**config.mk**
```make
export PLATFORM = sky130hd
export DESIGN_NAME = tdc_stream_sequencer
export DESIGN_NICKNAME = d
export VERILOG_FILES = /design/src/rtl/sifh_tx_pkg.sv /design/src/rtl/acq_hold_reg.sv /design/src/rtl/tdc_stream_sequencer.sv
export SDC_FILE = /design/constraint.sdc
export NUM_CORES = 1
export LEC_CHECK = 0
export ABC_AREA = 1
export BUFFER_PORTS_ARGS = -buffer_cell sky130_fd_sc_hd__buf_2
export CAP_MARGIN = 25
export CORE_UTILIZATION = 54
export CTS_CLUSTER_SIZE = 30
export DETAILED_ROUTE_END_ITERATION = 10
export GPL_TIMING_DRIVEN = 0
export PLACE_DENSITY = 0.79
export SKIP_CTS_REPAIR_TIMING = 1
export SLEW_MARGIN = 20
export SYNTH_ARGS = -nofsm -noshare
export SYNTH_HDL_FRONTEND = slang
export SYNTH_SLANG_ARGS = --single-unit
```
**constraint.sdc**
```tcl
create_clock -name clk -period 17.49 [get_ports clk]
set_input_delay 0.8745 -clock clk [delete_from_list [all_inputs] [get_ports clk]]
set_output_delay 0.8745 -clock clk [all_outputs]
set_load 0.01 [all_outputs]
```
**src/rtl/sifh_tx_pkg.sv**
```systemverilog
// Shared definitions for the SiFH timestamp transmit path: sequencer states,
// default geometry, counter-width helper and the no-photon code.
package sifh_tx_pkg;

  typedef enum logic [1:0] {
    IDLE = 2'd0,
    SEND = 2'd1,
    GAP  = 2'd2
  } tx_state_e;

  localparam int NP_DEF        = 16;
  localparam int DATA_NUM_DEF  = 2;
  localparam int PIXEL_NUM_DEF = 8;
  localparam int ACQ_NUM_DEF   = 33333;
  localparam int FRAME_GAP_DEF = 4;

  // Wide enough for any timestamp width; users slice the low NP bits.
  localparam logic [63:0] NO_PHOTON = '1;

  function automatic int cnt_width(input int n);
    return (n > 1) ? $clog2(n) : 1;
  endfunction

endpackage

```
**src/rtl/acq_hold_reg.sv**
```systemverilog
// One-entry valid/ready holding register for an acquisition word and its hit mask.
// Ready is a flop so upstream never sees a combinational path from its own valid.
module acq_hold_reg
  import sifh_tx_pkg::*;
#(
  parameter int DW = 32,
  parameter int HW = 4
) (
  input  logic          clk,
  input  logic          res,
  input  logic          in_valid,
  input  logic [DW-1:0] in_data,
  input  logic [HW-1:0] in_hit,
  input  logic          pop,
  output logic          ready,
  output logic          full,
  output logic [DW-1:0] out_data,
  output logic [HW-1:0] out_hit
);

  logic          full_q, full_d;
  logic          ready_q, ready_d;
  logic [DW-1:0] data_q, data_d;
  logic [HW-1:0] hit_q, hit_d;
  logic          accept_s;

  always_comb begin
    accept_s = in_valid & ready_q;
    full_d   = full_q;
    data_d   = data_q;
    hit_d    = hit_q;
    if (accept_s) begin
      full_d = 1'b1;
      data_d = in_data;
      hit_d  = in_hit;
    end else if (pop) begin
      full_d = 1'b0;
    end else begin
      full_d = full_q;
    end
    ready_d = ~full_d;
  end

  always_ff @(posedge clk or posedge res) begin
    if (res) begin
      full_q  <= 1'b0;
      ready_q <= 1'b1;
      data_q  <= '0;
      hit_q   <= '0;
    end else begin
      full_q  <= full_d;
      ready_q <= ready_d;
      data_q  <= data_d;
      hit_q   <= hit_d;
    end
  end

  assign ready    = ready_q;
  assign full     = full_q;
  assign out_data = data_q;
  assign out_hit  = hit_q;

endmodule

```
**src/rtl/tdc_stream_sequencer.sv**
```systemverilog
// Serialises per-acquisition TDC timestamp words into the histogram builder's
// wrEn/data stream (slot fastest, then acquisition) with an idle gap per frame.
module tdc_stream_sequencer
  import sifh_tx_pkg::*;
#(
  parameter int NP        = NP_DEF,
  parameter int DATA_NUM  = DATA_NUM_DEF,
  parameter int PIXEL_NUM = PIXEL_NUM_DEF,
  parameter int ACQ_NUM   = ACQ_NUM_DEF,
  parameter int FRAME_GAP = FRAME_GAP_DEF
) (
  input  logic                             clk,
  input  logic                             res,
  input  logic                             acq_valid,
  output logic                             acq_ready,
  input  logic [PIXEL_NUM*DATA_NUM*NP-1:0] acq_data,
  input  logic [PIXEL_NUM*DATA_NUM-1:0]    acq_hit,
  output logic                             wrEn,
  output logic [NP-1:0]                    data,
  output logic                             frame_done,
  output logic                             busy
);

  localparam int BEATS  = PIXEL_NUM * DATA_NUM;
  localparam int WORD_W = BEATS * NP;
  localparam int BEAT_W = cnt_width(BEATS);
  localparam int ACQ_W  = cnt_width(ACQ_NUM);
  localparam int GAP_W  = cnt_width(FRAME_GAP);

  localparam logic [BEAT_W-1:0] BEAT_LAST    = BEAT_W'(BEATS - 1);
  localparam logic [ACQ_W-1:0]  ACQ_LAST     = ACQ_W'(ACQ_NUM - 1);
  localparam logic [GAP_W-1:0]  GAP_LAST     = GAP_W'(FRAME_GAP - 1);
  localparam logic [NP-1:0]     NO_PHOTON_NP = NO_PHOTON[NP-1:0];

  tx_state_e         state_q, state_d;
  logic [BEAT_W-1:0] beat_idx_q, beat_idx_d;
  logic [ACQ_W-1:0]  acq_idx_q, acq_idx_d;
  logic [GAP_W-1:0]  gap_cnt_q, gap_cnt_d;
  logic [WORD_W-1:0] shift_q, shift_d;
  logic              wr_en_q, wr_en_d;
  logic [NP-1:0]     data_q, data_d;
  logic              frame_done_q, frame_done_d;
  logic              busy_q, busy_d;

  logic              hold_ready_s, hold_full_s;
  logic [WORD_W-1:0] hold_data_s, masked_s;
  logic [BEATS-1:0]  hold_hit_s;
  logic              last_beat_s, frame_end_s, gap_last_s;
  logic              transfer_s, advance_s, accept_s, hold_next_s;

  acq_hold_reg #(
    .DW(WORD_W),
    .HW(BEATS)
  ) u_hold (
    .clk     (clk),
    .res     (res),
    .in_valid(acq_valid),
    .in_data (acq_data),
    .in_hit  (acq_hit),
    .pop     (transfer_s),
    .ready   (hold_ready_s),
    .full    (hold_full_s),
    .out_data(hold_data_s),
    .out_hit (hold_hit_s)
  );

  // Empty slots become the no-photon code as the word moves into the shifter.
  always_comb begin
    masked_s = '0;
    for (int b = 0; b < BEATS; b++) begin
      masked_s[b*NP +: NP] = hold_hit_s[b] ? hold_data_s[b*NP +: NP] : NO_PHOTON_NP;
    end
  end

  always_comb begin
    last_beat_s = (beat_idx_q == BEAT_LAST);
    frame_end_s = (acq_idx_q == ACQ_LAST);
    gap_last_s  = (gap_cnt_q == GAP_LAST);
    transfer_s  = hold_full_s & ((state_q == IDLE) |
                                 ((state_q == SEND) & last_beat_s & ~frame_end_s) |
                                 ((state_q == GAP) & gap_last_s));
    advance_s   = (state_q == SEND) & ~last_beat_s;
    accept_s    = acq_valid & hold_ready_s;
    hold_next_s = accept_s | (hold_full_s & ~transfer_s);

    wr_en_d    = transfer_s | advance_s;
    data_d     = transfer_s ? masked_s[NP-1:0] : (advance_s ? shift_q[NP-1:0] : data_q);
    shift_d    = transfer_s ? (masked_s >> NP) : (advance_s ? (shift_q >> NP) : shift_q);
    beat_idx_d = transfer_s ? '0 : (advance_s ? beat_idx_q + BEAT_W'(1) : beat_idx_q);

    state_d      = state_q;
    acq_idx_d    = acq_idx_q;
    gap_cnt_d    = gap_cnt_q;
    frame_done_d = 1'b0;
    case (state_q)
      IDLE: state_d = transfer_s ? SEND : IDLE;
      SEND: begin
        if (!last_beat_s) begin
          state_d = SEND;
        end else if (frame_end_s) begin
          state_d      = GAP;
          acq_idx_d    = '0;
          gap_cnt_d    = '0;
          frame_done_d = 1'b1;
        end else begin
          acq_idx_d = acq_idx_q + ACQ_W'(1);
          state_d   = transfer_s ? SEND : IDLE;
        end
      end
      GAP: begin
        if (gap_last_s) begin
          state_d = transfer_s ? SEND : IDLE;
        end else begin
          gap_cnt_d = gap_cnt_q + GAP_W'(1);
        end
      end
      default: state_d = IDLE;
    endcase
    busy_d = (state_d != IDLE) | hold_next_s;
  end

  // Sequencer state, counters and registered stream outputs.
  always_ff @(posedge clk or posedge res) begin
    if (res) begin
      state_q      <= IDLE;
      beat_idx_q   <= '0;
      acq_idx_q    <= '0;
      gap_cnt_q    <= '0;
      shift_q      <= '0;
      wr_en_q      <= 1'b0;
      data_q       <= NO_PHOTON_NP;
      frame_done_q <= 1'b0;
      busy_q       <= 1'b0;
    end else begin
      state_q      <= state_d;
      beat_idx_q   <= beat_idx_d;
      acq_idx_q    <= acq_idx_d;
      gap_cnt_q    <= gap_cnt_d;
      shift_q      <= shift_d;
      wr_en_q      <= wr_en_d;
      data_q       <= data_d;
      frame_done_q <= frame_done_d;
      busy_q       <= busy_d;
    end
  end

  assign acq_ready  = hold_ready_s;
  assign wrEn       = wr_en_q;
  assign data       = data_q;
  assign frame_done = frame_done_q;
  assign busy       = busy_q;

endmodule

```
[Word level (Yosys, flattened, before mapping)]
Index checks and enable logic that the tools add are counted.
Operators by class
  multiplexer cells: 37
  eq/ne operators: 8
  add/subtract/negate cells: 3
  reductions and logical operators: 6
  bitwise operators: 16
Operators with widths (number)
  two-way mux 256 bit: 2
  two-way mux 16 bit: 19
  adder 16 x 1 -> 16 bit, second input constant: 1
  == test 16 bit, second input constant: 1
  two-way mux 2 bit: 6
  two-way mux 4 bit: 2
  bitwise AND 1 bit: 7
  two-way mux 1 bit: 6
  != test 2 bit, second input constant: 3
  case mux 2 bit (3 select lines): 1
  nonzero test 2 bit: 3
  bitwise OR 1 bit: 5
  adder 4 x 1 -> 4 bit, second input constant: 1
  == test 2 bit, second input constant: 2
  == test 4 bit, second input constant: 1
  inverter 1 bit: 4
  case mux 2 bit (2 select lines): 1
  AND reduction 4 bit: 1
  adder 2 x 1 -> 2 bit, second input constant: 1
  == test 2 x 1 -> 1 bit, second input constant: 1
  zero test 2 bit: 1
  AND reduction 2 bit: 1
Word-level totals
  input port bits: 275
  flip-flop bits (word level): 573
  output and inout bits: 20
  logic and storage cells: 83

[Depth between registers and ports, before layout]
  depth after elaboration: 12
  mapped depth: 15
  depth with buffers taken out: 13

[By module]
From an unflattened synthesis, not the netlist that was laid out.
Unflattened totals
  cell total of the unflattened synthesis: 3979
  area, all modules: 28076.9 sq um
Modules (own cells, without submodules)
  tdc_stream_sequencer: area an instance 17307.8 sq um, seq. area each 7101.8 sq um, times used 1, cells an instance 2792
  acq_hold_reg: area an instance 10769.1 sq um, seq. area each 6857.8 sq um, times used 1, cells an instance 1187

[Worst setup path before layout]
OpenSTA, ideal clock, no wires.
  path type: input to register
  start: in acq_valid
  end: reg u_hold.data_q[230], in the netlist u_hold.out_data[230]
  stages on the path: 4
  path buffers: 2
  data required time: 17.365 ns
  library setup time: 0.125 ns
  data arrival time: 1.896 ns
  slack: 15.469 ns
  cells stage by stage: nand2_1 clkbuf_1 clkbuf_1 mux2_2
Between the ends
  word-level cells in the longest chain between the ends: 1
Ends and longest elaborated chain
  from (decl): RTL line tdc_stream_sequencer.sv:14  | input logic acq_valid,
  bitwise AND 1 bit: RTL line acq_hold_reg.sv:28  | accept_s = in_valid & ready_q;
  to (signal assigned): RTL line acq_hold_reg.sv:53  | data_q <= data_d;
  to (decl): RTL line acq_hold_reg.sv:23  | logic [DW-1:0] data_q, data_d;
Every way passes these cells.
A chain may end at the register's enable or synchronous reset.

[Worst setup path after layout]
  start: reg u_hold.ready_q, in the netlist u_hold.ready
  end: reg u_hold.hit_q[5], in the netlist u_hold.out_hit[5]
Between the ends
  word-level cells in the longest chain between the ends: 1
Ends and longest elaborated chain
  from (decl): RTL line acq_hold_reg.sv:22  | logic ready_q, ready_d;
  from (signal assigned): RTL line acq_hold_reg.sv:52  | ready_q <= ready_d;
  bitwise AND 1 bit: RTL line acq_hold_reg.sv:28
  to (signal assigned): RTL line acq_hold_reg.sv:54  | hit_q <= hit_d;
  to (decl): RTL line acq_hold_reg.sv:24  | logic [HW-1:0] hit_q, hit_d;
Every way passes these cells.

==> flow_summary.toml <==
[clocking]
clock_latency_ns = 0.62
cts_root_buffer = "clkbuf_16"
htreeDepth = 2
clock_sinks = 557
cts_buffers = 58
clk_pin_slew_ns = 0.06
cts_tree = "done"
clockBufferDepth = 3

[final_layout]
multi_input_area_um2 = 10470
ff_latch_area_um2 = 13960
nets = 4087
area_growth_pct = 16.10
fin_area_um2 = 32070
fillers = 4238
drive_gt1_share_pct = 20.11

[worst_hold_path]
hp-class = "input port to asynchronous set/reset pin"

[pwr]
p_total_w = 0.006122
power_leakage_nw = 17.98
cellPowerDensity_nw_per_um2 = 190.9
ir_drop_uv = 119.1

[yosys]
syn-num-nets = 3728
synth-seq-cells = 557
synthCells = 3449
syn_area_um2 = 27630
synth_area_per_cell_um2 = 8.010
seq_area_frac_synth_pct = 50.53
synth-warning-count = 0
synthDistinctLibCells = 32

[global_route]
track_usage_pct = 28.28
grt_overflow_total = 0
antenna_found_initial = 4
grt_pass1_wl_mm = 115.9
grt_max_degree = 108
grt_pass1_vias = 22030

[floorplanning]
die-area_um2 = 52070
ios = 295
initial_utilization_pct = 54.95
die_h_um = 228.2
core-area_um2 = 50270
rows = 82
fp.dieW_um = 228.2

[timing]
setup_viol = 0
drv_slew = 0
slew_headroom_pct = 29.56
finalCritPeriodShare_pct = 16.03
final-hold-violation-count = 0
fin_crit_ns = 2.803
fmax_ghz = 0.3568
worstMarginPinSlew_ns = 1.057
grt_setup_unrepaired = "no"
skew_ns = 0.01336

[worst_setup_path]
crit_fanout = 10
critPathSlowestCell = "buf_2"
required_ns = 17.96
crit_top_cell = "clkbuf_1"
crit_path_end_kind = "flip-flop"
rrSetupSlack_ns = 14.69
path_class = "flip-flop to flip-flop"
reg2reg_to = "u_hold.out_hit[5]"
cp_data_arrival_time_ns = 3.27
reg2reg_depth = 5
crit_chain = "nand2_1 > clkbuf_1 > clkbuf_1 > buf_2 > a21oi_1"
reg2reg_from = "u_hold.ready"
cpPeakStageDelay_ns = 0.61
start_kind = "flip-flop"

[routing]
drtIter0Drc = 2014
avgRoutedWirePerCell_um = 15.98
finalWirelength_mm = 72.37
remaining_drc_errors = 0
first_pass_iters = 5
vias = 22630
vias_per_cell = 4.997
postRouteAntennaNets = 0

[placement]
dpl_cell_area_um2 = 30080
hpwl_mm = 51.99
port_buffers = 294
gp_congestion = 0.8887

[status]
status = "complete, no violations"

[run]
drv_cap = 0
[layout by cell type, fill, tap and decap left out, types with 4 or more instances in the layout]
cell / synthesis / final
clkbuf_1: 52 / 70
inv_1: 540 / 539
buf_16: 0 / 5
dfrtp_1: 540 / 540
buf_1: 21 / 20
nor3_1: 4 / 4
mux2_2: 241 / 241
buf_4: 16 / 16
bufinv_16: 0 / 7
nand4_1: 6 / 6
o21ai_0: 42 / 42
clkinv_2: 0 / 9
nor2_1: 300 / 300
clkbuf_16: 0 / 61
a21oi_1: 33 / 33
ha_1: 4 / 4
nand3_1: 271 / 271
xor2_1: 9 / 9
buf_2: 66 / 361
nand2_1: 1218 / 1218
dfstp_2: 17 / 17
clkbuf_8: 0 / 9
clkinv_1: 15 / 15
buf_6: 33 / 33
inv_2: 5 / 5
[synth_stat cells]
library cell,n,share of area (%)
clkinv_1,15,0.20
buf_6,33,1.3
nand3_2,1,0.036
buf_2,66,1.2
nand3_1,271,4.9
o21bai_1,1,0.027
buf_4,16,0.43
nor4_1,1,0.023
nor2_1,300,4.1
o21ai_0,42,0.76
o21ai_1,1,0.018
ha_1,4,0.18
inv_1,540,7.3
a31oi_1,1,0.023
nand3b_1,1,0.027
nand2_1,1218,17
xor2_1,9,0.29
a21boi_1,1,0.027
dfrtp_1,540,49
a21oi_1,33,0.60
nand2_4,3,0.12
mux2_2,241,9.8
nor3_1,4,0.072
nor2_2,3,0.068
clkbuf_1,52,0.71
nand2_2,1,0.023
buf_1,21,0.29
xnor2_1,1,0.032
dfstp_2,17,1.6
inv_2,5,0.068
nor2_8,1,0.072
nand4_1,6,0.14
[worst max-delay path: cells and delay by family, from the launching register on]
family                 cells  cell delay, ns
AO/OA/AOI/OAI              1            0.17
buffers and inverters      3            1.76
flip-flops                 1            0.37
AND/OR/NAND/NOR            1            0.33
[worst max path at each step]
stage,to,startpoint,slack (ns),depth (start not counted)
after floorplan,acq_idx_q[0],res,1.07,1
after global placement,u_hold.out_data[60],res,-4.89,2
after detailed placement,u_hold.out_hit[9],acq_valid,14.08,6
after CTS,u_hold.out_hit[5],u_hold.ready,14.69,5
after global routing,u_hold.out_hit[3],u_hold.ready,14.64,5
final,u_hold.out_hit[5],u_hold.ready,14.69,5
[metrics by stage]
stage                     hold WS, ns  std cells  utilization (%)  setup slack (ns)  TNS [ns]
after floorplan                0.4531       3449                -             1.068         0
after global placement         0.4666       4415            59.55            -4.893  -2604.91
after detailed placement       0.4776       4420            59.84             14.08         0
after CTS                      0.3030       4525            63.78             14.69         0
after global routing           0.3367       4528            63.80             14.64         0
final                          0.3021       4528            63.80             14.69         0
[layer usage]
layer | track usage, % | share of wire, % | wire [um]
met1 | 38.71 | 43 | 31390
met2 | 45.49 | 47 | 34070
met3 | 3.813 | 5.7 | 4113
met4 | 11.74 | 3.9 | 2794
met5 | 0 | 0 | 0
[flip-flops by register name, indices dropped and copies added (netlist names)]
| name | flops |
|---|---|
| u_hold.out_data | 256 |
| beat_idx_q | 4 |
| u_hold.full | 1 |
| shift_q | 240 |
| u_hold.out_hit | 16 |
| wrEn | 1 |
| data | 16 |
| busy | 1 |
| state_q | 2 |
| frame_done | 1 |
| u_hold.ready | 1 |
| acq_idx_q | 16 |
| gap_cnt_q | 2 |
[report_power, final]
group          internal (W)  switching [W]
Combinational      0.000980        0.00152
Sequential          0.00194       0.000388
Clock              0.000776       0.000514
[cell type report]
cell class	count	area share (%)
Antenna cell	3	0.02341
Buffer	188	3.421
Clock buffer	88	5.356
Clock inverter	17	0.8193
Inverter	560	6.577
Multi-Input combinational cell	2144	32.64
Sequential cell	557	43.53
Tap cell	672	2.622
Timing Repair Buffer	299	5.017
[logic make-up (layout without fill, tap and decap cells)]
kind of cell / after synthesis / after routing / synth area share [%]
buf+inv: 748 / 1152 / 11.58
other cells: 0 / 3 / 0
simple gates: 1810 / 1810 / 26.12
flops: 557 / 557 / 50.53
fa+ha+maj: 4 / 4 / 0.1812
compound gates: 79 / 79 / 1.454
mux: 241 / 241 / 9.824
xor+xnor: 10 / 10 / 0.3171
Power figures use the tool's default switching activity.
